==> src/rtl/ras_pc_sequencer_if.sv <==
// Handshake/bus bundle between the PC sequencer and its environment
// (decoder, target LUT, return-address stack).
interface ras_pc_sequencer_if #(
    parameter int D           = 12,
    parameter int STACK_DEPTH = 8
);
    localparam int DW = $clog2(STACK_DEPTH) + 1;

    logic          start;
    logic [D-1:0]  start_pc;
    logic          is_call;
    logic          is_ret;
    logic          is_branch;
    logic          branch_taken;
    logic [D-1:0]  target_in;
    logic [D-1:0]  ras_target;
    logic          halt_req;

    logic [D-1:0]  pc;
    logic [1:0]    stage;
    logic          ras_call;
    logic          ras_ret;
    logic [DW-1:0] depth;
    logic          busy;
    logic          done;
    logic          fault;
    logic [1:0]    fault_code;

    // Environment side: drives decode/control, observes sequencer state
    modport master (
        output start, start_pc, is_call, is_ret, is_branch, branch_taken,
               target_in, ras_target, halt_req,
        input  pc, stage, ras_call, ras_ret, depth, busy, done, fault, fault_code
    );

    // Sequencer side
    modport slave (
        input  start, start_pc, is_call, is_ret, is_branch, branch_taken,
               target_in, ras_target, halt_req,
        output pc, stage, ras_call, ras_ret, depth, busy, done, fault, fault_code
    );
endinterface

==> src/rtl/ras_pc_sequencer.sv <==
// Program-counter sequencer and return-address-stack controller.
// Steps each instruction through a 4-phase stage counter, owns the PC,
// issues push/pop strobes in stage 01 and tracks stack occupancy so that
// an illegal call/return lands in FAULT instead of corrupting the stack.
module ras_pc_sequencer #(
    parameter int D           = 12,
    parameter int STACK_DEPTH = 8
) (
    input logic               clk,
    input logic               reset,
    ras_pc_sequencer_if.slave bus
);
    localparam int DW = $clog2(STACK_DEPTH) + 1;

    typedef enum logic [1:0] {
        S_IDLE,
        S_RUN,
        S_HALT,
        S_FAULT
    } state_t;

    state_t        state_q, state_n;
    logic [D-1:0]  pc_q, pc_n;
    logic [1:0]    stage_q, stage_n;
    logic [DW-1:0] depth_q, depth_n;
    logic [1:0]    fcode_q, fcode_n;
    logic          call_s, ret_s;

    // State, PC, stage, occupancy and fault-code registers
    always_ff @(posedge clk) begin
        if (reset) begin
            state_q <= S_IDLE;
            pc_q    <= '0;
            stage_q <= '0;
            depth_q <= '0;
            fcode_q <= '0;
        end else begin
            state_q <= state_n;
            pc_q    <= pc_n;
            stage_q <= stage_n;
            depth_q <= depth_n;
            fcode_q <= fcode_n;
        end
    end

    // Next-state, stage-01 strobe decisions and stage-11 PC update
    always_comb begin
        state_n = state_q;
        pc_n    = pc_q;
        stage_n = stage_q;
        depth_n = depth_q;
        fcode_n = fcode_q;
        call_s  = 1'b0;
        ret_s   = 1'b0;

        case (state_q)
            S_IDLE: begin
                if (bus.start) begin
                    state_n = S_RUN;
                    pc_n    = bus.start_pc;
                    stage_n = '0;
                    depth_n = '0;
                end
            end

            S_RUN: begin
                stage_n = stage_q + 2'd1;

                if (stage_q == 2'b01) begin
                    // Illegal requests freeze pc/stage/depth where they are
                    if (bus.is_call && bus.is_ret) begin
                        state_n = S_FAULT;
                        stage_n = stage_q;
                        fcode_n = 2'b11;
                    end else if (bus.is_call) begin
                        if (depth_q == DW'(STACK_DEPTH)) begin
                            state_n = S_FAULT;
                            stage_n = stage_q;
                            fcode_n = 2'b01;
                        end else begin
                            call_s  = 1'b1;
                            depth_n = depth_q + DW'(1);
                        end
                    end else if (bus.is_ret) begin
                        if (depth_q == '0) begin
                            state_n = S_FAULT;
                            stage_n = stage_q;
                            fcode_n = 2'b10;
                        end else begin
                            ret_s   = 1'b1;
                            depth_n = depth_q - DW'(1);
                        end
                    end
                end

                if (stage_q == 2'b11) begin
                    if (bus.halt_req) begin
                        state_n = S_HALT;
                    end else if (bus.is_ret) begin
                        pc_n = bus.ras_target;
                    end else if (bus.is_call) begin
                        pc_n = bus.target_in;
                    end else if (bus.is_branch && bus.branch_taken) begin
                        pc_n = bus.target_in;
                    end else begin
                        pc_n = pc_q + D'(1);
                    end
                end
            end

            default: ;
        endcase

        // The stack must not see a strobe in a cycle whose edge is a reset
        if (reset) begin
            call_s = 1'b0;
            ret_s  = 1'b0;
        end
    end

    // Registered state and strobes driven out through the interface
    always_comb begin
        bus.pc         = pc_q;
        bus.stage      = stage_q;
        bus.depth      = depth_q;
        bus.fault_code = fcode_q;
        bus.busy       = (state_q == S_RUN);
        bus.done       = (state_q == S_HALT);
        bus.fault      = (state_q == S_FAULT);
        bus.ras_call   = call_s;
        bus.ras_ret    = ret_s;
    end
endmodule

==> src/flat_wrapper.sv <==
// flat-port wrapper written by rule: the top's interface ports become plain ports
module ras_pc_sequencer_flat 
#(
    parameter int D           = 12,
    parameter int STACK_DEPTH = 8
)
  (clk, reset, bus_start, bus_start_pc, bus_is_call, bus_is_ret, bus_is_branch, bus_branch_taken, bus_target_in, bus_ras_target, bus_halt_req, bus_pc, bus_stage, bus_ras_call, bus_ras_ret, bus_depth, bus_busy, bus_done, bus_fault, bus_fault_code);
  ras_pc_sequencer_if #(.D(D), .STACK_DEPTH(STACK_DEPTH)) bus_i ();
  input logic clk;
  input logic reset;
  input wire logic [$bits(bus_i.start)-1:0] bus_start;
  input wire logic [$bits(bus_i.start_pc)-1:0] bus_start_pc;
  input wire logic [$bits(bus_i.is_call)-1:0] bus_is_call;
  input wire logic [$bits(bus_i.is_ret)-1:0] bus_is_ret;
  input wire logic [$bits(bus_i.is_branch)-1:0] bus_is_branch;
  input wire logic [$bits(bus_i.branch_taken)-1:0] bus_branch_taken;
  input wire logic [$bits(bus_i.target_in)-1:0] bus_target_in;
  input wire logic [$bits(bus_i.ras_target)-1:0] bus_ras_target;
  input wire logic [$bits(bus_i.halt_req)-1:0] bus_halt_req;
  output wire logic [$bits(bus_i.pc)-1:0] bus_pc;
  output wire logic [$bits(bus_i.stage)-1:0] bus_stage;
  output wire logic [$bits(bus_i.ras_call)-1:0] bus_ras_call;
  output wire logic [$bits(bus_i.ras_ret)-1:0] bus_ras_ret;
  output wire logic [$bits(bus_i.depth)-1:0] bus_depth;
  output wire logic [$bits(bus_i.busy)-1:0] bus_busy;
  output wire logic [$bits(bus_i.done)-1:0] bus_done;
  output wire logic [$bits(bus_i.fault)-1:0] bus_fault;
  output wire logic [$bits(bus_i.fault_code)-1:0] bus_fault_code;
  assign bus_i.start = bus_start;
  assign bus_i.start_pc = bus_start_pc;
  assign bus_i.is_call = bus_is_call;
  assign bus_i.is_ret = bus_is_ret;
  assign bus_i.is_branch = bus_is_branch;
  assign bus_i.branch_taken = bus_branch_taken;
  assign bus_i.target_in = bus_target_in;
  assign bus_i.ras_target = bus_ras_target;
  assign bus_i.halt_req = bus_halt_req;
  assign bus_pc = bus_i.pc;
  assign bus_stage = bus_i.stage;
  assign bus_ras_call = bus_i.ras_call;
  assign bus_ras_ret = bus_i.ras_ret;
  assign bus_depth = bus_i.depth;
  assign bus_busy = bus_i.busy;
  assign bus_done = bus_i.done;
  assign bus_fault = bus_i.fault;
  assign bus_fault_code = bus_i.fault_code;
  ras_pc_sequencer #(.D(D), .STACK_DEPTH(STACK_DEPTH)) u_core (.clk(clk), .reset(reset), .bus(bus_i));
endmodule
==> config.mk <==
export PLATFORM = sky130hd
export DESIGN_NAME = ras_pc_sequencer_flat
export DESIGN_NICKNAME = d
export VERILOG_FILES = /design/src/rtl/ras_pc_sequencer_if.sv /design/src/rtl/ras_pc_sequencer.sv /design/src/flat_wrapper.sv
export SDC_FILE = /design/constraint.sdc
export NUM_CORES = 1
export LEC_CHECK = 0
export ABC_AREA = 0
export CELL_PAD_IN_SITES_DETAIL_PLACEMENT = 1
export CELL_PAD_IN_SITES_GLOBAL_PLACEMENT = 1
export CORE_MARGIN = 1.5
export CORE_UTILIZATION = 31
export CTS_CLUSTER_SIZE = 30
export DETAILED_ROUTE_END_ITERATION = 8
export HOLD_SLACK_MARGIN = 0.06
export PLACE_DENSITY = 0.85
export SLEW_MARGIN = 20
export SYNTH_ARGS = -nofsm -noshare
export SYNTH_HDL_FRONTEND = slang
export SYNTH_SLANG_ARGS = --single-unit
==> constraint.sdc <==
create_clock -name clk -period 2 [get_ports clk]
set_clock_uncertainty 0.05 [all_clocks]
set_input_delay 0.3 -clock clk [delete_from_list [all_inputs] [get_ports clk]]
set_output_delay 0.3 -clock clk [all_outputs]
set_load 0.02 [all_outputs]
# Word-level counts from Yosys, hierarchy flattened
# Cells that the tools add are included.
[totals] register_bits=22 input_bits=44 wordCells=90 output_inout_bits=25
[classes] n_eq_ne=18 n_mux=51 reduce_logical=12 n_addsub=4
[op_table] operator="$mux W12" count=6
[op_table] operator="$mux W2" count=21
[op_table] operator="$mux W4" count=7
[op_table] operator="$pmux W12 S2" count=1
[op_table] operator="$mux W1" count=13
[op_table] operator="$add A12 B1 Y12 const B" count=1
[op_table] operator="$ne A3 B3 Y1 const B" count=4
[op_table] operator="$reduce_and A5 Y1" count=2
[op_table] operator="$pmux W2 S2" count=2
[op_table] operator="$pmux W4 S2" count=1
[op_table] operator="$reduce_and A7 Y1" count=1
[op_table] operator="$eq A2 B2 Y1 const B" count=3
[op_table] operator="$ne A2 B2 Y1 const B" count=3
[op_table] operator="$reduce_bool A3 Y1" count=2
[op_table] operator="$ne A5 B5 Y1 const B" count=1
[op_table] operator="$add A4 B1 Y4 const B" count=1
[op_table] operator="$eq A2 B1 Y1 const B" count=2
[op_table] operator="$eq A4 B4 Y1 const B" count=1
[op_table] operator="$logic_not A4 Y1" count=1
[op_table] operator="$ne A2 B1 Y1 const B" count=2
[op_table] operator="$ne A4 B4 Y1 const B" count=1
[op_table] operator="$reduce_and A4 Y1" count=1
[op_table] operator="$sub A4 B1 Y4 const B" count=1
[op_table] operator="$ne A3 B1 Y1 const B" count=1
[op_table] operator="5 further kinds" count=6

# Logic depth before layout (Yosys ltp)
[depth] ltp_word=9 depth_mapped=8

# Least setup slack after synthesis
# No wires, ideal clock.
[synth_path] path_kind="reg2out" start="register u_core.stage_q[0], in the netlist u_core.bus.stage[0]" end="output port bus_ras_ret" setup_slack_ns=0.052 required_time_ns=1.650 path_stages_with_launch=4 n_path_buf=0 t_arrival_ns=1.598 path_cell_list="dfxtp_1 -> ha_1 -> nand4b_1 -> nor4_1"
[synth_between] elab_chain_len=4
[synth_lines] item="from (decl)" line_no="ras_pc_sequencer.sv:24" source="logic [1:0] stage_q, stage_n;"
[synth_lines] item="from (signal assigned)" line_no="ras_pc_sequencer.sv:40" source="stage_q <= stage_n;"
[synth_lines] item="$eq A2 B1 Y1" line_no="ras_pc_sequencer.sv:69" source="if (stage_q == 2'b01) begin"
[synth_lines] item="$mux W1" line_no="ras_pc_sequencer.sv:69"
[synth_lines] item="$mux W1" line_no="ras_pc_sequencer.sv:56" source="case (state_q)"
[synth_lines] item="$mux W1" line_no="ras_pc_sequencer.sv:115" source="if (reset) begin"
[synth_lines] item="to (decl)" line_no="flat_wrapper.sv:23" source="output wire logic [$bits(bus_i.ras_ret)-1:0] bus_ras_ret;"
# No other way between the ends.

# Final worst setup path
[layout_path] start="register u_core.state_q[0]" end="output port bus_fault"
[layout_between] elab_chain_len=1
[layout_lines] item="from (decl)" line_no="ras_pc_sequencer.sv:22" source="state_t state_q, state_n;"
[layout_lines] item="from (signal assigned)" line_no="ras_pc_sequencer.sv:38" source="state_q <= state_n;"
[layout_lines] item="$eq A2 B2 Y1" line_no="ras_pc_sequencer.sv:129" source="bus.fault = (state_q == S_FAULT);"
[layout_lines] item="to (decl)" line_no="flat_wrapper.sv:27" source="output wire logic [$bits(bus_i.fault)-1:0] bus_fault;"
# No other way between the ends.

==> out/qor.txt <==
========================================================================================================
Total GRT Usage                                                                                    20.9%
Number of vias per cell                                                                             5.31
Synth Cell Area                                                                                 1720 µm²
Sequential area share after synthesis                                                              25.7%
Hold-fix buffer count after cts                                                                        0
Area of the die                                                                                 5990 µm²
Leading cell types by total area after synthesis                                            sky130_fd_sc_hd__dfxtp_1 (26%), sky130_fd_sc_hd__nor2_1 (5.0%), sky130_fd_sc_hd__nand2_1 (4.4%)
Arrival time reported for the critical path endpoint                                             1.58 ns
Count of unique library cells instantiated by Yosys                                                   51
Cell depth of the worst min-delay path                                                                 2
Worst-path fanout max                                                                                  9
Slack of the worst reg-to-reg path                                                               0.14 ns
Register bit total from synthesis                                                                     22
TritonCTS buffer count                                                                                 3
Static power due to leakage                                                                      1.04 nW
Critical Path Sink Type                                                                      output port
Remaining max-slew budget at the tightest pin                                                      76.4%
Reported max-cap violation count                                                                       0
Buffers added on ports                                                                                68
Total via count after detailed routing                                                              2018
Highest clock rate                                                                               518 MHz
Outcome                                                                                     finished, final reports clean
Critical R2R Launch                                                                         u_core.bus.depth[1]
Detailed Route Iter0 Violations                                                                       72
Final worst path period share                                                                      96.5%
Area growth from synthesis to layout                                                               55.3%
Synthesized netlist cell count                                                                       218
I/O pin count                                                                                         69
RSZ-0062 raised after global routing                                                                  no
Total area of multi-input combinational cells                                                   1110 µm²
TritonCTS clock tree                                                                               built
Syn Area/Cell                                                                                   7.87 µm²
Reg2reg path depth                                                                                     6
Pre-antenna DRT Iters                                                                                  4
Most used flip-flop cell after synthesis                                                    sky130_fd_sc_hd__dfxtp_1
Residual DRC count                                                                                     0
Placed cells                                                                                         376
Final Setup Violations                                                                                 0
Clock Latency Late Sink                                                                          0.28 ns
Power consumption                                                                                1.33 mW
Number of levels the H-tree was split into                                                             1
Clock sink total                                                                                      22
Worst slew pin tran                                                                             0.345 ns
Number of enable-type register cells in the synthesized netlist                                        0
Drt total wl                                                                                     6060 µm
Routed wirelength normalized by instance count                                                   15.9 µm
Vias in the first global route                                                                      2160
Pin count of the biggest net entering global routing                                                  28
Fraction of layout instances using a drive strength above 1                                        16.5%
Row count                                                                                             26
Final critical path time including I/O delays and setup                                          1.93 ns
Finished Layout Cells                                                                                380
Post-CTS clock slew at the launch and capture registers of the worst setup and hold paths        0.09 ns
Kind of start point of the critical path                                                            flop
Final Slew Violations                                                                                  0
Clock root cell                                                                             sky130_fd_sc_hd__clkbuf_8
Hold WC Path Type                                                                           flop to flop
Floorplan die height                                                                             77.4 µm
Largest voltage drop on the vdd net                                                           0.000234 V
Post-detail-place hpwl                                                                           4740 µm
Starting density of the core                                                                       32.8%
Fillers                                                                                              653
# Post-CTS Setup Buffers                                                                               0
Core Region                                                                                     5240 µm²
Final sum of negative setup slack                                                                   0 ns
First-pass GRT wire length                                                                      10100 µm
Sequential cell area                                                                             442 µm²
Terminating pin of the worst hold path                                                      u_core.bus.fault_code[0]
Horizontal extent of the die                                                                     77.4 µm
Final weighted congestion in routability-driven placement                                          0.894
Post-layout net count                                                                                361
Top-area cell type share of the netlist area                                                       25.7%
Final hold vios                                                                                        0
Remaining antenna violation count after routing                                                        0
Startpoint of the worst hold path                                                           u_core.bus.fault_code[0]
Warnings, synthesis                                                                                    0
Antenna diode count                                                                                    0
Endpoint of the worst register-to-register path                                             u_core.bus.depth[3]
Largest buffer count on any clock path                                                                 2
Cell type with the highest aggregate area in the netlist                                    sky130_fd_sc_hd__dfxtp_1
Mapped Nets                                                                                          268
Asr flop ratio synth                                                                                  0%
Gr ovfl total                                                                                          0
Classification of the worst setup path                                                      flop to output port
Final standard cell utilization of the core                                                        50.9%
Number of antenna violations at the first check in global routing                                      0
CP required                                                                                      1.65 ns
Cell Pwr Density                                                                              498 nW/µm²
========================================================================================================
-- synthesized netlist by cell type, drive strengths merged, types with 3 or more instances --
cell    count
buf         6
nor2       23
a31oi       5
nor4        5
a21oi      13
ha          5
o211ai      6
a21o        3
clkbuf      8
xnor2       3
nor3       11
nand3       8
a211oi      9
xor2        5
nand4       3
o21ai      11
dfxtp      22
inv        10
and3        4
or3         5
nand2      21
-- final cells by class --
class | count | share of cell area, %
multi-input cells | 171 | 41.7
repair buffers | 102 | 34.9
flip-flops and latches | 22 | 16.6
well taps | 70 | 3.28
clock buffers | 4 | 2.06
inverters | 11 | 1.55
-- flip-flops by register name, indices dropped and copies added, names as in the netlist --
| signal | flops |
|---|---|
| u_core.bus.pc | 12 |
| u_core.bus.depth | 4 |
| u_core.bus.fault_code | 2 |
| u_core.bus.stage | 2 |
| u_core.state_q | 2 |
-- stage by stage --
stage	setup WS, ns	instance area [µm²]	hold slack, ns
final	0.0707	2670	0.442
after global routing	0.00354	2670	0.468
after CTS	0.0117	2670	0.453
after detailed placement	-0.304	2620	0.433
after global placement	-0.249	2620	0.420
after floorplan	0.0524	1720	0.400
-- where the power goes --
group | internal [mW] | total (mW) | switching (mW) | leakage [nW]
Combinational | 0.244 | 0.468 | 0.224 | 0.830
Sequential | 0.469 | 0.507 | 0.0381 | 0.180
Clock | 0.177 | 0.353 | 0.177 | 0.0288
Total | 0.889 | 1.33 | 0.439 | 1.04
-- cell usage in the layout, fill, tap and decap left out, types with 4 or more instances in the layout --
| cell | count |
|---|---|
| sky130_fd_sc_hd__o21ai_0 | 11 |
| sky130_fd_sc_hd__buf_4 | 34 |
| sky130_fd_sc_hd__a21oi_1 | 13 |
| sky130_fd_sc_hd__o211ai_1 | 6 |
| sky130_fd_sc_hd__dfxtp_1 | 21 |
| sky130_fd_sc_hd__or3_1 | 5 |
| sky130_fd_sc_hd__xor2_1 | 5 |
| sky130_fd_sc_hd__nor3_1 | 8 |
| sky130_fd_sc_hd__clkdlybuf4s50_1 | 63 |
| sky130_fd_sc_hd__nand2_1 | 20 |
| sky130_fd_sc_hd__ha_1 | 5 |
| sky130_fd_sc_hd__and3_1 | 4 |
| sky130_fd_sc_hd__nor2_1 | 23 |
| sky130_fd_sc_hd__a211oi_1 | 9 |
| sky130_fd_sc_hd__nand3_1 | 8 |
| sky130_fd_sc_hd__a31oi_1 | 5 |
| sky130_fd_sc_hd__clkbuf_8 | 4 |
| sky130_fd_sc_hd__nor4_1 | 4 |
| sky130_fd_sc_hd__inv_1 | 10 |
-- cells by family after synthesis --
kind of cell	synth area share, %
muxes	1.17
xor gates and xnor gates	4.08
buffers and inverters	9.69
AOI/OAI and AO/OA	25.7
DFF	25.7
and+or+nand+nor	28.9
adders and majority gates	4.81
-- how the worst max path moves through the flow --
stage / cells after the start / to / startpoint / slack (ns)
after floorplan: 3 / bus_ras_ret / u_core.bus.stage[0] / 0.05
after global placement: 4 / bus_ras_ret / bus_is_call / -0.25
after detailed placement: 4 / bus_ras_call / bus_is_call / -0.30
after CTS: 5 / bus_ras_call / u_core.bus.stage[1] / 0.01
after global routing: 3 / bus_fault / u_core.state_q[0] / 0.004
final: 3 / bus_fault / u_core.state_q[0] / 0.07
-- timing repair --
action | 4_1_cts | 5_1_grt
endpoints found under the setup margin | 4 | 4
pin swaps | 0 | 0
resized for setup | 6 | 6
-- critical path, cell delays in order (launching register included) --
cell and delay, ns:
sky130_fd_sc_hd__dfxtp_1 0.39, sky130_fd_sc_hd__buf_4 0.18, sky130_fd_sc_hd__and2_2 0.14, sky130_fd_sc_hd__clkdlybuf4s50_1 0.60
-- layer usage --
layer / wire length [µm] / vias up / track usage, %
met5: 0 / - / 0
met4: 77 / 0 / 5.27
met3: 289 / 8 / 2.35
met2: 3020 / 55 / 39.8
met1: 2670 / 955 / 24.5
li1: - / 1000 / -
(Power assumes the default switching activity.)
